**config.mk**
```make
export PLATFORM = sky130hd
export DESIGN_NAME = hq_norm_acc
export DESIGN_NICKNAME = d
export VERILOG_FILES = /design/src/rtl/soml_pkg.sv /design/src/rtl/cplx_sq_mag.sv /design/src/rtl/hq_norm_acc.sv
export SDC_FILE = /design/constraint.sdc
export NUM_CORES = 1
export LEC_CHECK = 0
export CAP_MARGIN = 30
export CORE_ASPECT_RATIO = 0.6
export CORE_MARGIN = 3
export CORE_UTILIZATION = 55
export CTS_CLUSTER_DIAMETER = 30
export DETAILED_ROUTE_END_ITERATION = 6
export DONT_BUFFER_PORTS = 1
export GPL_TIMING_DRIVEN = 0
export HOLD_SLACK_MARGIN = 0.08
export PLACE_DENSITY = 0.72
export SYNTH_ARGS = -nofsm -noshare
export SYNTH_HDL_FRONTEND = slang
export SYNTH_SLANG_ARGS = --single-unit
```
**constraint.sdc**
```tcl
create_clock -name clk -period 3.85 [get_ports clk]
set_input_delay 1.155 -clock clk [delete_from_list [all_inputs] [get_ports clk]]
set_output_delay 1.155 -clock clk [all_outputs]
set_load 0.005 [all_outputs]
```
**src/rtl/soml_pkg.sv**
```systemverilog
// soml_pkg: shared SOML decoder widths, accumulator sizing and hq_norm_acc state encoding
package soml_pkg;
  localparam int SOML_W = 16;
  localparam int SOML_N = 16;
  typedef enum logic [1:0] {ACC, DRAIN, HOLD} hq_norm_state_t;
  function automatic int acc_w(input int w, input int n);
    return 2 * w + $clog2(n);
  endfunction
endpackage

```
**src/rtl/cplx_sq_mag.sv**
```systemverilog
// cplx_sq_mag: registered squares of a signed complex sample's real and imaginary parts
module cplx_sq_mag #(
  parameter int W = 16
) (
  input  logic             clk,
  input  logic             rst_n,
  input  logic             valid,
  input  logic [W-1:0]     re,
  input  logic [W-1:0]     im,
  output logic             p_valid,
  output logic [2*W-1:0]   sq_r,
  output logic [2*W-1:0]   sq_i
);
  logic signed [2*W-1:0] pr, pi;
  assign pr = $signed(re) * $signed(re);
  assign pi = $signed(im) * $signed(im);
  always_ff @(posedge clk or negedge rst_n)
    if (!rst_n) begin
      p_valid <= 1'b0;
      sq_r    <= '0;
      sq_i    <= '0;
    end else begin
      p_valid <= valid;
      if (valid) begin
        sq_r <= pr;
        sq_i <= pi;
      end
    end
endmodule

```
**src/rtl/hq_norm_acc.sv**
```systemverilog
// hq_norm_acc: accumulates |Hq|^2 over blocks of N samples and holds the block energy
// until the downstream stage accepts it
module hq_norm_acc
  import soml_pkg::*;
#(
  parameter int W     = SOML_W,
  parameter int N     = SOML_N,
  parameter int ACC_W = acc_w(W, N)
) (
  input  logic             clk,
  input  logic             rst_n,
  input  logic             clr,
  input  logic             hq_valid,
  input  logic [W-1:0]     hq_r,
  input  logic [W-1:0]     hq_i,
  output logic             in_ready,
  output logic [ACC_W-1:0] norm,
  output logic             norm_valid,
  input  logic             norm_ready,
  output logic             busy
);
  localparam int CW = $clog2(N);
  hq_norm_state_t state;
  logic [CW-1:0] cnt;
  logic [ACC_W-1:0] acc;
  logic p_valid, accept;
  logic [2*W-1:0] sq_r, sq_i, sq_sum;
  assign in_ready   = state == ACC;
  assign norm_valid = state == HOLD;
  assign busy       = state != ACC;
  assign norm       = acc;
  // clr blocks the accept so stage 1 sees no valid and p_valid drops with it
  assign accept     = hq_valid && in_ready && !clr;
  assign sq_sum     = sq_r + sq_i;
  cplx_sq_mag #(.W(W)) u_sq (
    .clk(clk),
    .rst_n(rst_n),
    .valid(accept),
    .re(hq_r),
    .im(hq_i),
    .p_valid(p_valid),
    .sq_r(sq_r),
    .sq_i(sq_i)
  );
  always_ff @(posedge clk or negedge rst_n)
    if (!rst_n) begin
      state <= ACC;
      cnt   <= '0;
      acc   <= '0;
    end else if (clr) begin
      state <= ACC;
      cnt   <= '0;
      acc   <= '0;
    end else begin
      if (p_valid) acc <= acc + ACC_W'(sq_sum);
      case (state)
        ACC: if (accept) begin
          cnt <= cnt + CW'(1);
          if (cnt == CW'(N - 1)) state <= DRAIN;
        end
        DRAIN: state <= HOLD;
        HOLD: if (norm_ready) begin
          acc   <= '0;
          state <= ACC;
        end
        default: state <= ACC;
      endcase
    end
endmodule

```
==> impl_summary.log <==
INFO  metric syn-mean-instance-area = 9.04 um2
INFO  metric worst_setup_path_end_kind = flop
INFO  metric initialDrtViolationCount = 1783
INFO  metric totalWireLength = 70600 um
INFO  metric rsz0062_at_grt = true
INFO  metric antenna_violating_nets_post_route = 0
INFO  metric core_area = 0.0438 mm2
INFO  metric filler_cell_count = 3139
INFO  metric min_period_over_period = 165%
INFO  metric area.sequential = 0.00263 mm2
INFO  metric crit_top_cell = sky130_fd_sc_hd__fa_1
INFO  metric finalWorstPathRequiredPeriod = 6.34 ns
INFO  metric gp_congestion = 0.981
INFO  metric floorplan.die_area = 0.0475 mm2
INFO  metric outcome = complete, but fails checks
INFO  metric syn-cell-area = 0.0247 mm2
INFO  metric yosysUniqueCellTypes = 77
INFO  metric wl_per_cell = 20.2 um
INFO  metric max_capacitance_violation_count = 0
INFO  metric finish.cell_count_without_fillers = 3503
INFO  metric critPathLaunchType = primary input
INFO  metric criticalPathCategory = in -> reg
INFO  metric cp_cell_sequence = clkinvlp_4, nor2_4, fa_2, buf_12, fa_2, inv_4, fa_1, inv_1, fa_1, fa_1, inv_1, fa_1, inv_2, ha_4, a21o_1, a21oi_2, nand2_2, a311oi_4, nor3_2, o31ai_2, and3_1, o31ai_1
INFO  metric first_global_vias = 20922
INFO  metric fin_worst_skew = 0.0194 ns
INFO  metric initial_core_util = 56.3%
INFO  metric placed_cells_incl_taps = 3308
INFO  metric syn_inst = 2729
INFO  metric layout.cells.most_common_list = sky130_fd_sc_hd__inv_1, sky130_fd_sc_hd__fa_1, sky130_fd_sc_hd__nand2_1, sky130_fd_sc_hd__ha_1, sky130_fd_sc_hd__buf_4
INFO  metric ys_dominant_reg_cell = sky130_fd_sc_hd__dfrtp_1
INFO  metric global_route.usage.total = 29.5%
INFO  metric tritoncts_num_sinks = 105
INFO  metric die_width = 279 um
INFO  metric grt_antenna_before_repair = 2
INFO  metric synth_nets = 3478
INFO  metric critical-path-max-stage-delay = 0.61 ns
INFO  metric globalRoute.totalOverflow = 0
INFO  metric wire_length_of_the_first_global_routing_pass = 110000 um
INFO  metric tns = -106.84 ns
INFO  metric timing.critical_path.max_delay_family = adder cells
INFO  metric finalHoldViolCount = 0
INFO  metric fin_ws = -2.49 ns
INFO  metric area_occupied_by_multi_input_gates = 0.0221 mm2
INFO  metric synth_edf_count = 0
INFO  metric drt_drc_violations_left = 0
INFO  metric reg2reg_slack = -0.84 ns
INFO  metric clkLatencyLatePin = 0.38 ns
INFO  metric final-setup-viol-count = 73
INFO  metric cts_max_level = 3
INFO  metric finalNetCount = 3668
INFO  metric antenna_cells_inserted = 0
INFO  metric num_io_pins = 76
INFO  metric worst_ep_required = 4.07 ns
INFO  metric fin_worst_hold_slack = 0.471 ns
INFO  metric max_slew_margin = 30.7%
INFO  metric detail_route.first_pass.iterations = 6
INFO  metric detailroute.via_count = 20001
INFO  metric fmax = 158 MHz
INFO  metric number_of_core_rows = 59
INFO  metric path_category_of_the_worst_min_delay_check = in -> async
INFO  metric post_route_cells_drive_above_1_share = 25.4%
INFO  metric violations = negative setup slack
INFO  metric die_y = 170 um
INFO  metric crit_path_top_delay_cell = sky130_fd_sc_hd__fa_2
INFO  metric report.final.slew_viol_count = 0
INFO  metric mostFrequentLayoutCell = sky130_fd_sc_hd__inv_1
INFO  metric postSynthRegisterBits = 105
INFO  metric detailedPlacementHpwl = 54200 um
INFO  metric worst_slew_pin_slew = 1.04 ns
INFO  metric synth_sequential_area_ratio = 10.7%
INFO  metric async_reset_ff_share = 100%
INFO  metric critPathArrivalTime = 6.55 ns
INFO  metric max-clock-path-buffers = 2
INFO  metric grt_max_degree = 106
INFO  metric cts_hold_buffers = 0
INFO  metric cts.root.buffer_cell = sky130_fd_sc_hd__clkbuf_16
INFO  metric syn_to_final_growth = 24.7%
INFO  metric clkSlewWorstSetupHoldPaths = 0.08 ns
INFO  metric clock_tree_from_tritoncts = done
INFO  metric vias_per_cell = 5.71
INFO  metric buffer_ports.inserted = 0
INFO  metric synth-warning-count = 0
INFO  metric crit_fanout = 8
INFO  metric worst-path-buf-inv = 6
INFO  metric cts_made_buffers = 9
sequential cells by signal (all words and copies together) (netlist names):
| register | cells |
|---|---|
| state | 2 |
| u_sq.p_valid | 1 |
| u_sq.sq_r | 31 |
| norm | 36 |
| u_sq.sq_i | 31 |
| cnt | 4 |
final cells by class:
class | instances | area share, %
Clock inverter | 6 | 0.228
Sequential cell | 105 | 8.54
Multi-Input combinational cell | 1896 | 71.9
Buffer | 70 | 2.79
Clock buffer | 10 | 0.777
Inverter | 656 | 8.17
Tap cell | 579 | 2.36
Timing Repair Buffer | 181 | 5.23
per-stage QoR:
step	utilization (%)	area [um2]	setup WS [ns]
3_5_place_dp	60.9	26600	-3.09
3_3_place_gp	60.9	26600	-3.02
4_1_cts	67.4	29500	-2.41
5_1_grt	70.3	30800	-2.66
2_1_floorplan	-	25900	-2.54
6_report	70.3	30800	-2.49
cell families after synthesis:
logic type                 count (synthesis)  share of synthesized area (%)
and+or+nand+nor                          639                           11.8
adders and majority gates                712                           50.4
xor gates and xnor gates                 137                           4.86
AOI/OAI and AO/OA                        385                           10.2
muxes                                     23                          0.949
buffers and inverters                    728                           11.2
DFF                                      105                           10.7
final timing paths:
path	cells after the start	startpoint	end
worst max-delay path	22	hq_i[2]	u_sq.sq_i[31]$_DFFE_PN0P_
worst min-delay path	0	rst_n	cnt[2]$_DFFE_PN0P_
worst max register to register	23	u_sq.sq_i[3]$_DFFE_PN0P_	norm[31]$_DFF_PN0_
worst min register to register	2	u_sq.sq_i[0]$_DFFE_PN0P_	u_sq.sq_i[0]$_DFFE_PN0P_
max in group asynchronous	0	rst_n	u_sq.sq_r[31]$_DFFE_PN0P_
min in group clk	2	u_sq.sq_i[0]$_DFFE_PN0P_	u_sq.sq_i[0]$_DFFE_PN0P_
what timing repair did:
action	CTS	global route
setup buffers	129	59
gates resized for setup	340	206
pin swaps	209	182
endpoints found under the setup margin	72	77
cell usage after synthesis, drive strengths merged (9+ instances only):
master	number	area (um2)
inv	655	2460
dfrtp	105	2630
and3	12	75.1
xor2	52	455
fa	469	9390
o31ai	10	75.1
nand3	33	165
a211oi	21	163
o21a	21	165
o21ai	104	521
mux2i	20	200
and2	90	564
ha	243	3040
or2	9	56.3
a21o	47	355
xnor2	85	744
a21oi	101	509
o21bai	10	75.1
nor3	19	95.1
nor2	138	518
nand2b	18	113
a31o	13	123
o211ai	9	86.3
nand2	281	1050
clkbuf	69	280
nor2b	12	75.1
layer usage:
layer | GRT usage (%) | wire (um) | vias up | part of all wire (%)
met5 | 0 | 0 | - | 0
met3 | 8.30 | 7770 | 126 | 11
met4 | 4.85 | 1350 | 0 | 1.9
met2 | 44.4 | 31500 | 879 | 45
met1 | 43.5 | 30000 | 10196 | 42
li1 | - | - | 8800 | -
Power is not shown: default switching activity piles up to over one toggle a cycle in this logic, so the estimate is an artifact.
